$ cat src/rtl/vx_decode_issue.sv
// vx_decode_issue
//   Decode and issue stage for a multi-warp GPGPU pipeline. It decodes one
//   fetched instruction per cycle and tracks in-flight destination registers
//   per warp in a scoreboard. Instructions with a RAW/WAW hazard are held off
//   at the fetch handshake. Decoded fields are registered with one cycle of
//   latency and held under issue backpressure.
//
// Ports
//   clk, reset            : clock, synchronous active-high reset
//   in_valid / in_ready   : fetch handshake
//   in_instruction        : 32-bit instruction word
//   in_curr_PC            : PC of the instruction
//   in_warp_num           : issuing warp
//   in_thread_mask        : active threads of the warp
//   wb_valid/_warp_num/_rd: writeback retire, clears one scoreboard bit
//   flush_valid/_warp_num : drops all pending state and any held output of a warp
//   out_valid / out_ready : issue handshake
//   out_*                 : registered decoded fields
//   stall_count           : saturating count of cycles fetch was held off
module vx_decode_issue #(
  parameter int NW = 8,
  parameter int NT = 4,
  localparam int WB = $clog2(NW)
) (
  input  logic          clk,
  input  logic          reset,
  input  logic          in_valid,
  output logic          in_ready,
  input  logic [31:0]   in_instruction,
  input  logic [31:0]   in_curr_PC,
  input  logic [WB-1:0] in_warp_num,
  input  logic [NT-1:0] in_thread_mask,
  input  logic          wb_valid,
  input  logic [WB-1:0] wb_warp_num,
  input  logic [4:0]    wb_rd,
  input  logic          flush_valid,
  input  logic [WB-1:0] flush_warp_num,
  output logic          out_valid,
  input  logic          out_ready,
  output logic [31:0]   out_PC,
  output logic [WB-1:0] out_warp_num,
  output logic [NT-1:0] out_thread_mask,
  output logic [4:0]    out_rd,
  output logic [4:0]    out_rs1,
  output logic [4:0]    out_rs2,
  output logic          out_use_rs1,
  output logic          out_use_rs2,
  output logic [1:0]    out_wb,
  output logic [31:0]   out_itype_immed,
  output logic [31:0]   stall_count
);

  localparam logic [6:0] OP_R     = 7'b0110011;
  localparam logic [6:0] OP_L     = 7'b0000011;
  localparam logic [6:0] OP_ALU   = 7'b0010011;
  localparam logic [6:0] OP_S     = 7'b0100011;
  localparam logic [6:0] OP_B     = 7'b1100011;
  localparam logic [6:0] OP_JAL   = 7'b1101111;
  localparam logic [6:0] OP_JALR  = 7'b1100111;
  localparam logic [6:0] OP_LUI   = 7'b0110111;
  localparam logic [6:0] OP_AUIPC = 7'b0010111;
  localparam logic [6:0] OP_SYS   = 7'b1110011;
  localparam logic [6:0] OP_GPGPU = 7'b1101011;

  logic [31:0]   r_pending [NW];
  logic [31:0]   w_pendNext [NW];
  logic          r_outValid;
  logic [31:0]   r_outPC;
  logic [WB-1:0] r_outWarpNum;
  logic [NT-1:0] r_outThreadMask;
  logic [4:0]    r_outRd;
  logic [4:0]    r_outRs1;
  logic [4:0]    r_outRs2;
  logic          r_outUseRs1;
  logic          r_outUseRs2;
  logic [1:0]    r_outWb;
  logic [31:0]   r_outImmed;
  logic [31:0]   r_stallCount;
  logic [31:0]   w_stallNext;

  logic [6:0]    w_opcode;
  logic [2:0]    w_func3;
  logic [4:0]    w_rd;
  logic [4:0]    w_rs1;
  logic [4:0]    w_rs2;
  logic [1:0]    w_wb;
  logic          w_useRs1;
  logic          w_useRs2;
  logic [31:0]   w_immed;
  logic          w_writes;
  logic [31:0]   w_pendCur;
  logic          w_hazard;
  logic          w_flushHit;
  logic          w_accept;
  logic          w_stall;

  // Field extraction plus the writeback class, register usage and immediate
  // for each opcode. Shift-immediates keep only the shamt, zero-extended.
  always_comb begin
    w_opcode = in_instruction[6:0];
    w_func3  = in_instruction[14:12];
    w_rd     = in_instruction[11:7];
    w_rs1    = in_instruction[19:15];
    w_rs2    = in_instruction[24:20];
    w_wb     = 2'd0;
    w_useRs1 = 1'b0;
    w_useRs2 = 1'b0;
    w_immed  = 32'h0;
    case (w_opcode)
      OP_R: begin
        w_wb     = 2'd1;
        w_useRs1 = 1'b1;
        w_useRs2 = 1'b1;
      end
      OP_L: begin
        w_wb     = 2'd2;
        w_useRs1 = 1'b1;
        w_immed  = {{20{in_instruction[31]}}, in_instruction[31:20]};
      end
      OP_ALU: begin
        w_wb     = 2'd1;
        w_useRs1 = 1'b1;
        if (w_func3 == 3'd1 || w_func3 == 3'd5)
          w_immed = {27'h0, in_instruction[24:20]};
        else
          w_immed = {{20{in_instruction[31]}}, in_instruction[31:20]};
      end
      OP_S: begin
        w_useRs1 = 1'b1;
        w_useRs2 = 1'b1;
        w_immed  = {{20{in_instruction[31]}}, in_instruction[31:25], in_instruction[11:7]};
      end
      OP_B: begin
        w_useRs1 = 1'b1;
        w_useRs2 = 1'b1;
        w_immed  = {{19{in_instruction[31]}}, in_instruction[31], in_instruction[7],
                    in_instruction[30:25], in_instruction[11:8], 1'b0};
      end
      OP_JAL: begin
        w_wb    = 2'd3;
        w_immed = {{11{in_instruction[31]}}, in_instruction[31], in_instruction[19:12],
                   in_instruction[20], in_instruction[30:21], 1'b0};
      end
      OP_JALR: begin
        w_wb     = 2'd3;
        w_useRs1 = 1'b1;
        w_immed  = {{20{in_instruction[31]}}, in_instruction[31:20]};
      end
      OP_LUI, OP_AUIPC: begin
        w_wb    = 2'd1;
        w_immed = {in_instruction[31:12], 12'h0};
      end
      OP_SYS: begin
        w_wb     = (w_func3 == 3'd0) ? 2'd3 : 2'd1;
        w_useRs1 = (w_func3 == 3'd1) || (w_func3 == 3'd2) || (w_func3 == 3'd3);
      end
      OP_GPGPU: begin
        w_wb     = (w_func3 == 3'd6) ? 2'd3 : 2'd0;
        w_useRs1 = 1'b1;
        w_useRs2 = (w_func3 == 3'd0) || (w_func3 == 3'd6);
      end
      default: begin
        w_wb = 2'd0;
      end
    endcase
  end

  // Hazard check against registered scoreboard state only; a writeback in
  // the same cycle does not unblock the instruction until the next cycle.
  always_comb begin
    w_writes   = (w_wb != 2'd0) && (w_rd != 5'd0);
    w_pendCur  = r_pending[in_warp_num];
    w_hazard   = (w_useRs1 && w_pendCur[w_rs1]) ||
                 (w_useRs2 && w_pendCur[w_rs2]) ||
                 (w_writes && w_pendCur[w_rd]);
    w_flushHit = flush_valid && (flush_warp_num == in_warp_num);
    in_ready   = !reset && !w_hazard && !w_flushHit && (!r_outValid || out_ready);
    w_accept   = in_valid && in_ready;
    w_stall    = in_valid && !in_ready && !reset;
    w_stallNext = (w_stall && r_stallCount != 32'hFFFF_FFFF) ? r_stallCount + 32'd1
                                                             : r_stallCount;
  end

  // Scoreboard next state: retire clear, then accept set (set wins on the
  // same bit), then flush wipes the whole warp above everything else.
  always_comb begin
    for (int w = 0; w < NW; w++) begin
      w_pendNext[w] = r_pending[w];
      if (wb_valid && wb_warp_num == WB'(w) && wb_rd != 5'd0)
        w_pendNext[w][wb_rd] = 1'b0;
      if (w_accept && w_writes && in_warp_num == WB'(w))
        w_pendNext[w][w_rd] = 1'b1;
      if (flush_valid && flush_warp_num == WB'(w))
        w_pendNext[w] = 32'h0;
    end
  end

  // Scoreboard register; reset also masks any writeback or flush input.
  always_ff @(posedge clk) begin
    for (int w = 0; w < NW; w++) begin
      if (reset)
        r_pending[w] <= 32'h0;
      else
        r_pending[w] <= w_pendNext[w];
    end
  end

  // Issue register: load on accept, drop a held entry of a flushed warp,
  // retire on out_ready, otherwise hold.
  always_ff @(posedge clk) begin
    if (reset) begin
      r_outValid      <= 1'b0;
      r_outPC         <= 32'h0;
      r_outWarpNum    <= '0;
      r_outThreadMask <= '0;
      r_outRd         <= 5'd0;
      r_outRs1        <= 5'd0;
      r_outRs2        <= 5'd0;
      r_outUseRs1     <= 1'b0;
      r_outUseRs2     <= 1'b0;
      r_outWb         <= 2'd0;
      r_outImmed      <= 32'h0;
    end else if (w_accept) begin
      r_outValid      <= 1'b1;
      r_outPC         <= in_curr_PC;
      r_outWarpNum    <= in_warp_num;
      r_outThreadMask <= in_thread_mask;
      r_outRd         <= w_rd;
      r_outRs1        <= w_rs1;
      r_outRs2        <= w_rs2;
      r_outUseRs1     <= w_useRs1;
      r_outUseRs2     <= w_useRs2;
      r_outWb         <= w_wb;
      r_outImmed      <= w_immed;
    end else if (flush_valid && r_outValid && flush_warp_num == r_outWarpNum) begin
      r_outValid <= 1'b0;
    end else if (out_ready) begin
      r_outValid <= 1'b0;
    end
  end

  // Stall counter, saturating at all ones.
  always_ff @(posedge clk) begin
    if (reset)
      r_stallCount <= 32'h0;
    else
      r_stallCount <= w_stallNext;
  end

  assign out_valid       = r_outValid;
  assign out_PC          = r_outPC;
  assign out_warp_num    = r_outWarpNum;
  assign out_thread_mask = r_outThreadMask;
  assign out_rd          = r_outRd;
  assign out_rs1         = r_outRs1;
  assign out_rs2         = r_outRs2;
  assign out_use_rs1     = r_outUseRs1;
  assign out_use_rs2     = r_outUseRs2;
  assign out_wb          = r_outWb;
  assign out_itype_immed = r_outImmed;
  assign stall_count     = r_stallCount;

endmodule

$ cat config.mk
export PLATFORM = sky130hd
export DESIGN_NAME = vx_decode_issue
export DESIGN_NICKNAME = d
export VERILOG_FILES = /design/src/rtl/vx_decode_issue.sv
export SDC_FILE = /design/constraint.sdc
export NUM_CORES = 1
export LEC_CHECK = 0
export BUFFER_PORTS_ARGS = -buffer_cell sky130_fd_sc_hd__buf_2
export CAP_MARGIN = 0
export CORE_AREA = 2 2 248 250
export DETAILED_ROUTE_END_ITERATION = 10
export DIE_AREA = 0 0 250 252
export PLACE_DENSITY = 0.43
export RECOVER_POWER = 50
export SLEW_MARGIN = 20
export SYNTH_ARGS = -nofsm -noshare
export SYNTH_HDL_FRONTEND = slang
export SYNTH_SLANG_ARGS = --single-unit
export TNS_END_PERCENT = 5
$ cat constraint.sdc
create_clock -name clk -period 4.9 [get_ports clk]
set_input_delay 0.98 -clock clk [delete_from_list [all_inputs] [get_ports clk]]
set_output_delay 0.98 -clock clk [all_outputs]
set_load 0.05 [all_outputs]
# [Word-level counts from Yosys, hierarchy flattened]
# Memory sizes are Yosys's and may differ from the RTL's.
# Index checks and enable logic that the tools add are counted.
[word_totals] regBits=123 latch_bits=0 mem_bits_rw=256 mem_bits_ro=0 input_bits=88 out_inout_bits=124 wordCells=215 n_memories=1
[memory_table] name="r_pending" words=8 word_bits=32 rd=9 rd_ports_with_merged_regs=0 write_ports=8 line_no="65" source="logic [31:0] r_pending [NW];"
[classes] n_addsub=1 multipliers=0 div_mod_pow=0 order_cmp=6 n_eq_ne=40 shifts=0 n_mux=55 n_bitwise=25 reduce_logical=75
[op_table] operator="$mux 32" count=33
[op_table] operator="$and 32x32->32" count=8
[op_table] operator="$or 32x32->32" count=8
[op_table] operator="$pmux 32 s6" count=1
[op_table] operator="$logic_and 1x1->1" count=49
[op_table] operator="$eq 3x3->1 const B" count=14
[op_table] operator="$eq 7x7->1 const B" count=5
[op_table] operator="$add 32x1->32 const B" count=1
[op_table] operator="$ne 32x32->1 const B" count=1
[op_table] operator="$not 32->32" count=1
[op_table] operator="$eq 3x2->1 const B" count=8
[op_table] operator="$lt 5x6->1 const B" count=4
[op_table] operator="$eq 7x6->1 const B" count=3
[op_table] operator="$bmux 1 s5" count=3
[op_table] operator="$eq 7x5->1 const B" count=2
[op_table] operator="$eq 3x1->1 const B" count=4
[op_table] operator="$logic_not 3->1" count=4
[op_table] operator="$mux 1" count=11
[op_table] operator="$demux 1 s5" count=2
[op_table] operator="$ge 5x1->1 const B" count=2
[op_table] operator="$pmux 2 s5" count=1
[op_table] operator="$reduce_bool 5->1" count=2
[op_table] operator="$or 1x1->1" count=8
[op_table] operator="$eq 7x2->1 const B" count=1
[op_table] operator="other kinds (11)" count=26

# [Longest topological paths before layout]
# Gate-level depths: netlist of the first run.
[depth] ltp_word=17 mapped_depth=19 depth_no_buf=12

# [Least setup slack after synthesis of the first run]
# OpenSTA, ideal clock, no wires.
[synth_timing] path_kind="input-to-output" startpoint="input port in_warp_num[2]" endpoint="output port in_ready" t_arrival_ns=3.282 t_required_ns=3.920 slack_ns=0.638 stages=11 path_buffers=2 path_cell_list="buf_2 > or2_2 > clkbuf_1 > a211oi_1 > a2111oi_0 > mux4_2 > or3_1 > and3_1 > o31ai_1 > nand3_2 > inv_2"
[synth_between] elab_chain_len=10 elab_cells_between_ends=19 cone_classes="eq/ne (1); mux (6); reduce/logical (11); memory (1)"
[synth_rtl] element="start: declaration" line_no="31" source="input logic [WB-1:0] in_warp_num,"
[synth_rtl] element="$mem_v2 8x32"
[synth_rtl] element="$bmux 1 s5, on equally long branches" line_no="173, 174"
[synth_rtl] element="$mux 1, on equally long branches" line_no="173, 174"
[synth_rtl] element="$logic_and 1x1->1, on equally long branches" line_no="173, 174"
[synth_rtl] element="$logic_or 1x1->1" line_no="173" source="w_hazard = (w_useRs1 && w_pendCur[w_rs1]) ||"
[synth_rtl] element="$logic_or 1x1->1" line_no="174" source="(w_useRs2 && w_pendCur[w_rs2]) ||"
[synth_rtl] element="$logic_not 1->1" line_no="177" source="in_ready = !reset && !w_hazard && !w_flushHit && (!r_outValid || out_ready);"
[synth_rtl] element="$logic_and 1x1->1" line_no="177"
[synth_rtl] element="$logic_and 1x1->1 (*) (2 in a row)" line_no="177"
[synth_rtl] element="end: declaration" line_no="28" source="output logic in_ready,"
# Every way passes the cells marked *; elsewhere a longest branch is shown, timed or not. The select of a mux whose other input is x is not followed.

# [Worst setup path in the final report of the first run]
[layout_timing] startpoint="input port in_warp_num[1]" endpoint="output port in_ready"
# Same word-level chain as after synthesis.

==> out/summary.md, run 1 <==
At the pin with the least slew margin, the transition time is 2.727 ns. Basic-gate share of the synthesized area counting and, or, nand and nor cells: 0.1762. The tightest slew margin relative to the limit came out at -0.8263.

TritonCTS built the clock tree. Final-layout fill cell count: 6317. The critical path starts at in_warp_num[1].

Timing would allow up to 208.5 MHz. The first-pass GRT wire length is 120100 um. Max-slew violation total from the final report: 166. The maximum clock path buffer count is 3.

Fraction of synthesis flops using an asynchronous set or reset pin: 0. Summing all placed instances gives a cell area of 20720 um^2. The fraction of final layout cells sized beyond drive strength 1 was 0.1678. Xor/xnor share of the synthesized area: 0.005845. The post-synthesis compound-gate area fraction is 0.2729. The tree is rooted in a clkbuf_16. The highest ir drop seen on vdd is 0.2308 mV, and the total power per unit cell area is 347.3 nW/um^2. The mean area per synthesized cell was 8.478 um^2; the maximum number of pins on one net before global-route repair was 77. The run gives 22020 um^2 as the cell area after layout. The dominant combinational cell family by area after synthesis is compound AO/OA/AOI/OAI gates. The worst hold path belongs to the class reg -> reg. Share of total power in sequential cells: 0.412. For the initial detailed-routing violation count, the log shows 1619. CTS built an H-tree with a depth of 2. In this run the horizontal extent of the chip is 250 um.

For the final database, setup skew stands at 0.04930 ns. The longest individual stage delay on the worst path is 0.63 ns. The most critical setup path has its endpoint at in_ready. The tools report the all-layer global routing usage as 0.2513.

In this run, post-CTS hold repair placed 0 buffers. The routed layout has 18400 vias. On the final layout, the worst hold slack is 0.4495 ns. During synthesis, Yosys emitted a total of 0 warnings. The power spent charging and discharging nets is 2193 uW, and the overall die area is 63000 um^2. The tools report the number of antenna violations at the first check in global routing as 1. The run gives 0.99 ns as the setup slack of the most critical reg-to-reg path. Pin placement for this block handled 212 I/O pins.

The logs give 3.92 ns for the required time of the critical path and 81990 um for the aggregate routed wire length. The library cell used most frequently in the layout, excluding fill and tap cells, is dfxtp_1. For the power share of the clock group, the log shows 0.458. At the end of routability-driven placement, the weighted congestion stood at 0.9138. The library cell contributing the largest single delay on the critical path is a211oi_1. The kind of cell with the highest combined delay along the critical path is compound AO/OA/AOI/OAI gates. The max-capacitance violation count is 8. The startpoint identified for the worst register-to-register timing path is r_pending[6][19]. The critical path contains buffers and inverters numbering 6 combined. For the post-synthesis instance total, the log shows 2121. The number of I/O port buffers came out at 211. Traced cell by cell, the critical path runs through buf_8 -> buf_12 -> buf_4 -> mux2_2 -> o22ai_1 -> a211oi_1 -> o32ai_1 -> a2111oi_0 -> buf_4 -> o31ai_2 -> nand3_2 -> inv_1 -> buf_4. The run gives 18070 as the via count of the first global-routing pass. The run finished, with violations left. The effective utilization at floorplan came out at 0.2990. In this run the critical register-to-register path is captured at out_itype_immed[26]. Clock tree synthesis inserted a total of 46 buffers. The run gives 3.82 ns as the data arrival time of the worst path. Counting every sink on the clock net gives 379.

The logs give 0.3662 for the utilization after layout and 0.007746 uW for the total leakage power. For the worst-skew pair, the clock arrives at the later sink with an insertion delay of 0.61 ns. For this run, the post-layout net count is 2435.

The cell area that synthesis handed to floorplanning was 17980 um^2. Setup total negative slack on the finished layout was measured at 0 ns. The top cell types in the final layout, fill and taps aside, are dfxtp_1, nand2_1, o211ai_1, o21ai_0. The kind of start point of the critical path was an input pin. For the aggregate global routing overflow, the log shows 0. The run gives 5 as the first-pass detailed-route iteration total.

The hold violation total from the final report was 0. The number of different library cells used by synthesis comes to 74. The category of the worst setup path capture point was an output port. The synthesized design contains 379 register bits.

The shortest clock period the worst path allows after layout is 4.797 ns, and the net switching share of the total power is 0.2867. Dividing the detail-routed via count by the number of cells gives 5.810. The number of gates on the worst path with buffers counted was 13; the final number of setup-violating endpoints was 0. Among the stages of the critical path, the cell type that occurs most often is buf_4. In this run, synthesis inferred 0 flip-flops with an integrated enable. The floorplan step defined a core boundary enclosing 60130 um^2. The number of core rows was 90. The adder and majority gate portion of the synthesized area was 0.0006958. For the cell-internal power, the log shows 5454 uW. The floorplan step set the die height to 252 um. Once detail routing completed, the nets flagged for antenna violations numbered 0. Dividing the detail-routed wire length by the instance count gives 25.89 um. The share of power burned in combinational logic was 0.129. Critical path class: in -> out. The sequential element share of the synthesized area is 0.4220, and the portion of netlist area occupied by mux cells is 0.07334. Detailed placement ended at an HPWL of 56530 um. The worst-path maximum fanout is 25, and the post-route clock period utilization is 0.9789. The final reports fail on max-capacitance violations, max-slew violations. The number of DRC violations after detailed routing came out at 0. The main flop type after synthesis is dfxtp_1.

After clock tree synthesis, the clock-pin slew on the worst setup and hold paths is 0.06 ns. The number of nets in the synthesized netlist is 2210. The layout-stage area growth over the synthesis result was 22.45%. Measured in cells, the most critical reg-to-reg path has a length of 15.
-- cells in the mapped netlist (9+ instances only) --
library cell    n  area, um^2
and3_1         15       93.84
o21ai_0       198       991.0
a2bb2oi_1      11       96.34
a32o_1         54       540.5
a21oi_1        84       420.4
nor2_1        137       514.2
mux2_2         62       698.2
inv_1          14       52.55
nor2b_1        38       237.7
buf_4           9       67.56
o211ai_1      204        1531
a211oi_1       40       300.3
mux2i_1        53       530.5
o22ai_1        38       237.7
buf_1          18       67.56
a31oi_1         9       56.30
nor3_1         43       215.2
clkbuf_1      136       510.5
o31ai_1        20       150.1
buf_2          15       75.07
nand3_1        46       230.2
nand2_1       290        1089
dfxtp_1       379        7587
a22oi_1        10       75.07
and2_1         21       131.4
nand4_1        11       68.82
nor4_1          9       56.30
or3_1          18       112.6
nand2b_1       10       62.56
-- area by class of cell --
type	count	area, um^2	share of cell area
Sequential cell	379	7587	0.3446
Clock inverter	18	170.2	0.007728
Inverter	19	71.32	0.003239
Timing Repair Buffer	363	2253	0.1023
Antenna cell	1	2.502	0.0001136
Clock buffer	68	1375	0.06245
Multi-Input combinational cell	1537	9580	0.4351
Tap cell	782	978.4	0.04444
-- flip-flops by register name (all words and copies together), names as in the netlist --
signal and count:
out_warp_num 3, out_use_rs2 1, out_valid 1, out_wb 2, r_pending 256, out_thread_mask 4, out_use_rs1 1, out_rs2 5
out_rs1 5, stall_count 32, out_PC 32, out_rd 5, out_itype_immed 32
-- cell families after synthesis --
kind of cell / count (synthesis)
buf+inv: 205
flops: 379
fa+ha+maj: 1
compound gates: 723
simple gates: 682
mux: 119
xor+xnor: 12
-- worst register-to-register path: stages, from the launching register on --
cell and delay (ns):
dfxtp_1 0.33, mux2_2 0.28, o22ai_1 0.16, a211oi_1 0.07
buf_4 0.16, mux4_2 0.49, nor2b_1 0.15, a2111oi_0 0.08
buf_4 0.16, o31ai_2 0.26, nand3_2 0.17, inv_1 0.15
nand2_1 0.44, clkbuf_2 0.50, a211oi_1 0.29, nor3_1 0.07
-- how the worst min path moves through the flow --
stage,startpoint,slack [ns],to,depth (start not counted)
2_1_floorplan,r_pending[4][0],0.42,r_pending[4][0],1
3_3_place_gp,r_pending[2][0],0.44,r_pending[2][0],1
3_5_place_dp,r_pending[2][0],0.44,r_pending[2][0],1
4_1_cts,out_PC[26],0.45,out_PC[26],2
5_1_grt,out_rd[0],0.47,out_rd[0],2
6_report,r_pending[2][0],0.45,r_pending[2][0],1
-- metal layers --
| layer | part of all wire | vias up | routed length (um) | global-route usage |
|---|---|---|---|---|
| li1 | - | 8352 | - | - |
| met1 | 0.44 | 9071 | 35780 | 0.3311 |
| met2 | 0.46 | 791 | 37430 | 0.4093 |
| met3 | 0.070 | 185 | 5737 | 0.04343 |
| met4 | 0.037 | 0 | 3051 | 0.09889 |
| met5 | 0 | - | 0 | 0 |
-- power groups by stage --
stage	Sequential (uW)	Clock [uW]	Combinational [uW]
6_report	3150	3510	988
5_1_grt	3160	3700	1030
3_3_place_gp	3220	0	991
2_1_floorplan	3370	0	417
4_1_cts	3150	3580	998
3_5_place_dp	3220	0	995
-- through the flow --
stage | std cells | total power, uW | setup slack [ns]
CTS | 3166 | 7728 | 0.06844
global route | 3167 | 7888 | -0.03743
finish | 3167 | 7646 | 0.1032
global placement | 3080 | 4209 | -0.1012
floorplan | 2121 | 3788 | 0.6380
detailed placement | 3080 | 4214 | -0.1478
-- timing repair --
action,in CTS,in global routing
resized for setup,3,5
pin swaps,0,1
setup buffers,0,0
setup endpoints to repair,1,1
(Power assumes the default switching activity.)
==> run 2: changes to the inputs <==
==> constraint.sdc (replaced) <==
create_clock -name clk -period 4.9 [get_ports clk]
set_input_delay 0.49 -clock clk [delete_from_list [all_inputs] [get_ports clk]]
set_output_delay 0.49 -clock clk [all_outputs]
set_load 0.05 [all_outputs]
==> out/summary.md, run 2 (synthesis gave the netlist of run 1 again) <==
The flow ran to the end, but the final reports show violations. The checks that failed: max-capacitance violations, max-slew violations. The final layout contains routed wiring with a total length of 81880 um. In the post-route analysis, the smallest setup slack over all paths is 0.3698 ns.

The max-slew violation total from the final report was 182. TritonCTS built the clock tree. The die covers 63000 um^2. For this design, the sink count on the clock tree is 379. The H-tree was split into 2 levels.

The via count of the first global-routing pass was 17520. Across the VDD grid, the largest voltage drop is 0.2214 mV. STA classifies the critical path endpoint as an output port. The cell total after placement is 3013. Across the run, the number of max-cap violations was 7.

Timing analysis after detailed placement gives a worst setup slack of 0.2079 ns. Dividing the detail-routed wire length by the instance count gives 26.40 um. The effective utilization at floorplan is 0.2990. Most common cell after layout, fill and taps aside: dfxtp_1.

The top cell types in the final layout, fill and taps aside, are dfxtp_1, nand2_1, o211ai_1, o21ai_0, clkbuf_1. The clock insertion delay at the later pin of the skew report is 0.60 ns, and the post-cts gate resize count is 0. The first global-routing pass estimated 118100 um of wire. In this run the core area contains 90 standard-cell rows.

The area inside the core boundary was 60130 um^2; the shortest clock period the worst path allows after layout was 4.530 ns. The routed via count divided by cell count was 5.882; the total leakage power was 0.007359 uW. The number of DRC violations after detailed routing was 0; the number of setup buffers added after CTS was 0.

In this run the tool buffered the top-level ports with 211 buffer cells. The pin slew with the least headroom to its limit was 2.937 ns. Buffers inserted to repair hold after CTS numbered 0. Along the worst path, the maximum fanout reaches 44.

The register with the most flip-flops was r_pending. Data arrives at the worst endpoint at 4.04 ns. The clock transition at the register clock pins on the worst setup and hold paths after CTS came out at 0.06 ns.

The kind of start point of the critical path was an input pin. The logs give 0.9049 for the final weighted congestion in routability-driven placement and 1580 for the initial detailed-routing violation count. The run gives 0 as the remaining number of nets flagged by the antenna check after routing.

The post-route clock period utilization is 0.9245, and the maximum number of pins on one net before global-route repair is 77. The placed wire-length estimate was 54260 um; the number of primary I/O pins was 212. In this run the deepest clock path goes through 3 buffers.

Static timing analysis puts the maximum clock frequency at 220.7 MHz. Setup repair after global routing left no endpoint under its margin. The register with the most flip-flops in the layout has 256 of them. The aggregate global routing overflow was 0. The pre-antenna-repair detailed-routing pass consisted of 5 iterations. The critical path in this run is classified as in -> out.

The logs give 0 for the hold violation total from the final report and 4.41 ns for the required time of the critical path. In the final design database the tool counted 2368 nets. The layout-stage area growth over the synthesis result was 18.98%; the height of the die was 252 um.

The run gives 3 as the number of antenna violations at the first check in global routing. The setup total negative slack is 0 ns, and the fraction of final layout cells sized beyond drive strength 1 is 0.1407. The tools report the tightest slew margin relative to the limit as -0.9577. The run gives 0 as the final number of setup-violating endpoints. The min-delay analysis places its worst path in the category in -> reg.

After filler insertion, the fill cell instance count of the layout stands at 6346. In this run, CTS created clock tree buffers numbering 46. For the final database, setup skew stands at 0.02344 ns.

The die is 250 um wide. The tree is rooted in a clkbuf_16. The all-layer global routing usage came out at 0.2496.

Summing over every cut layer, the via total after detailed routing is 18240. The total power per unit cell area is 357.1 nW/um^2. After the flow finishes, the layout carries non-filler instances totaling 3101.
## run 2: per-layer routing
layer | up-vias | routed length [um] | GRT usage | part of all wire
met2 | 830 | 35730 | 0.3873 | 0.44
met1 | 9023 | 36280 | 0.3321 | 0.44
met4 | 0 | 3519 | 0.1143 | 0.043
met5 | - | 0 | 0 | 0
li1 | 8200 | - | - | -
met3 | 186 | 6348 | 0.05292 | 0.078
## run 2: final cells by class
cell class	count	area (um^2)	area share
multi-input combinational	1537	9622	0.4498
sequential	379	7587	0.3547
timing repair buffer	296	1592	0.07439
clock buffer	69	1329	0.06211
tap	782	978.4	0.04574
clock inverter	17	209.0	0.009767
inverter	19	71.32	0.003334
antenna	2	5.005	0.0002339
## run 2: where the power goes
group | leakage [uW] | switching (uW) | internal [uW]
Sequential | 0.00306 | 26.0 | 3130
Combinational | 0.00354 | 721 | 231
Clock | 0.000754 | 1440 | 2090
Total | 0.00736 | 2190 | 5450
## run 2: worst paths after layout
kind	slack (ns)	end	from	cells after the start
max	0.37	in_ready	in_warp_num[1]	13
min	0.14	out_PC[2]	in_curr_PC[2]	3
max reg2reg	0.74	out_PC[4]	r_pending[6][31]	13
min reg2reg	0.45	r_pending[2][0]	r_pending[2][0]	1
## run 2: worst max-delay path: stages
cell,delay [ns]
buf_6,0.21
buf_12,0.24
or3b_2,0.63
o22ai_1,0.22
a211oi_1,0.08
buf_4,0.18
mux4_2,0.45
nor2b_1,0.11
a2111oi_0,0.07
o31ai_1,0.33
nand3_1,0.39
inv_1,0.25
buf_2,0.33
## run 2: metrics by stage
| stage | util | cell area [um^2] | total power [uW] | hold WS [ns] |
|---|---|---|---|---|
| after floorplan | - | 17980 | 3788 | 0.4214 |
| after global placement | 0.3347 | 20130 | 4168 | 0.4369 |
| after detailed placement | 0.3347 | 20130 | 4173 | 0.4400 |
| after CTS | 0.3603 | 21660 | 7710 | 0.1017 |
| after global routing | 0.3558 | 21390 | 7881 | 0.1269 |
| final | 0.3558 | 21390 | 7639 | 0.1363 |
==> run 3: changes to the inputs <==
- clock period: 4.9 -> 4.2 ns (I/O delays scaled with it)
==> out/summary.md, run 3 (synthesis gave the netlist of run 1 again) <==
Setup repair after global routing left no endpoint under its margin. The aggregate global routing overflow came out at 0. The tools report the number of antenna violations at the first check in global routing as 0. The layout-stage area growth over the synthesis result was 20.74%.

From left edge to right edge, the die measures 250 um. The library cells used most frequently in the layout, excluding fill and tap cells, are dfxtp_1, nand2_1, o211ai_1, o21ai_0, nor2_1. Static timing analysis puts the maximum clock frequency at 248.8 MHz. Utilization after layout: 0.3610.

The fraction of final layout cells sized beyond drive strength 1 came out at 0.1588. CTS placed an instance of clkbuf_16 at the clock tree root. The final weighted congestion in routability-driven placement came out at 0.8888. The all-layer global routing usage came out at 0.2474.

The total number of clock tree sinks was 379. STA classifies the critical path endpoint as an output port. The path category of the worst min-delay check is in -> reg. TritonCTS built the clock tree.

The tools report the number of nets in the final layout as 2419. The number of core rows came out at 90. For this design the ratio of total power to cell area is 405.6 nW/um^2.

The H-tree was split into 2 levels. After detailed routing, the total wire length is 81170 um. Port buffering added 211 buffers. The logs give 3065 for the cell total after placement and 0.31 ns for the setup slack of the most critical reg-to-reg path. The run gives 3.60 ns as the data arrival time of the worst path. The tightest slew margin relative to the limit came out at -0.7017. Total clock buffers created by CTS: 45. Number of primary I/O pins: 212.

The post-route clock period utilization is 0.9571, and the max-slew violation total from the final report is 121. The region available for standard cell placement spans 60130 um^2. In this run the static leakage power is 0.007589 uW.

The flow ran to the end, but the final reports show violations. The filler-free cell count of the finished design came out at 3143. The checks that failed: max-capacitance violations, max-slew violations. The longest clock path from root to sink contains 3 buffers.

The wire-length estimate of the detail-placed layout is 55750 um. The number of flip-flops under the largest register name came out at 256. The library cell used most frequently in the layout, excluding fill and tap cells, is dfxtp_1.

In the routed layout, each cell is associated on average with a via count of 5.803. Clock skew on the completed layout was measured at 0.03044 ns. The first global-routing pass estimated 118200 um of wire.

The via count of the first global-routing pass was 17710; the final number of setup-violating endpoints was 0. The first TritonRoute pass finished after 5 iterations. The max-capacitance violation count came out at 8. Counting I/O delays and the setup requirement, the final critical path takes 4.020 ns. The critical path is of the in -> out type. The pin slew with the least headroom to its limit is 2.519 ns, and the power consumption is 8805 uW.

The initial detailed-routing violation count was 1451; the pre-CTS setup slack was -0.06636 ns. The highest ir drop seen on vdd is 0.2633 mV, and the least setup slack across all paths after layout is 0.1803 ns. The worst setup path is launched from an input pin. The die covers 63000 um^2. After detailed routing, the number of remaining DRC violations is 0.

The floorplan step set the die height to 252 um. Across all layers, the routed design uses 18240 vias. The run gives 0 as the number of setup buffers added after CTS. The count of inserted antenna diode cells is 0, and the maximum number of pins on one net before global-route repair is 90. Counting flops per register, the top entry is r_pending. Along the worst path, the maximum fanout reaches 12. Dividing the detail-routed wire length by the instance count gives 25.82 um. The remaining number of nets flagged by the antenna check after routing was 0. Clock-pin slew was measured on the worst setup and hold paths at 0.06 ns.

The clock insertion delay at the later pin of the skew report came out at 0.59 ns. At the worst endpoint, the required time is 3.78 ns. Effective utilization at floorplan: 0.2990. Hold violation total from the final report: 0.
-- run 3: area by class of cell --
cell class                 instances  area [um^2]
clock inverter                    14        126.4
inverter                          19        71.32
tap                              782        978.4
sequential                       379         7587
timing repair buffer             348         2041
fill                            6344        38420
clock buffer                      64         1379
multi-input combinational       1537         9527
-- run 3: final timing paths --
check | startpoint | to | cells after the start
hold / removal | in_curr_PC[26] | out_PC[26] | 3
setup / recovery | in_warp_num[0] | in_ready | 13
setup reg to reg | r_pending[3][31] | out_PC[29] | 14
hold reg to reg | out_itype_immed[8] | out_itype_immed[8] | 2
-- run 3: stage by stage --
stage	TNS (ns)	hold slack, ns	area (um^2)
2_1_floorplan	0	0.4214	17980
3_3_place_gp	-0.08973	0.4394	20590
3_5_place_dp	-0.4845	0.4442	20590
4_1_cts	0	0.05438	22100
5_1_grt	0	0.06996	21710
6_report	0	0.07948	21710
-- run 3: power by group --
| group | leakage [uW] | switching, uW | internal (uW) |
|---|---|---|---|
| Clock | 0.000740 | 1650 | 2340 |
| Sequential | 0.00306 | 31.3 | 3650 |
| Combinational | 0.00379 | 837 | 301 |
| Total | 0.00759 | 2510 | 6290 |
-- run 3: timing repair --
action / 4_1_cts / 5_1_grt
hold buffers: 0 / 0
resized for setup: 0 / 1
endpoints found under the hold margin: 0 / 0
endpoints found under the setup margin: 0 / 1
-- run 3: routing by layer --
metal,track usage,vias to the layer above,share of wire
met3,0.04622,162,0.075
met1,0.3328,9023,0.44
li1,-,8293,-
met4,0.08452,0,0.035
met2,0.3976,760,0.45
met5,0,-,0
-- run 3: worst max-delay path: stages --
cell and delay, ns:
buf_2 0.26, buf_4 0.23, or3b_2 0.47, buf_4 0.21, o2111ai_1 0.53, o22ai_1 0.20, nor4_1 0.25, a311oi_1 0.08
a31oi_1 0.28, nand3_2 0.17, inv_2 0.10, buf_4 0.12, buf_2 0.25
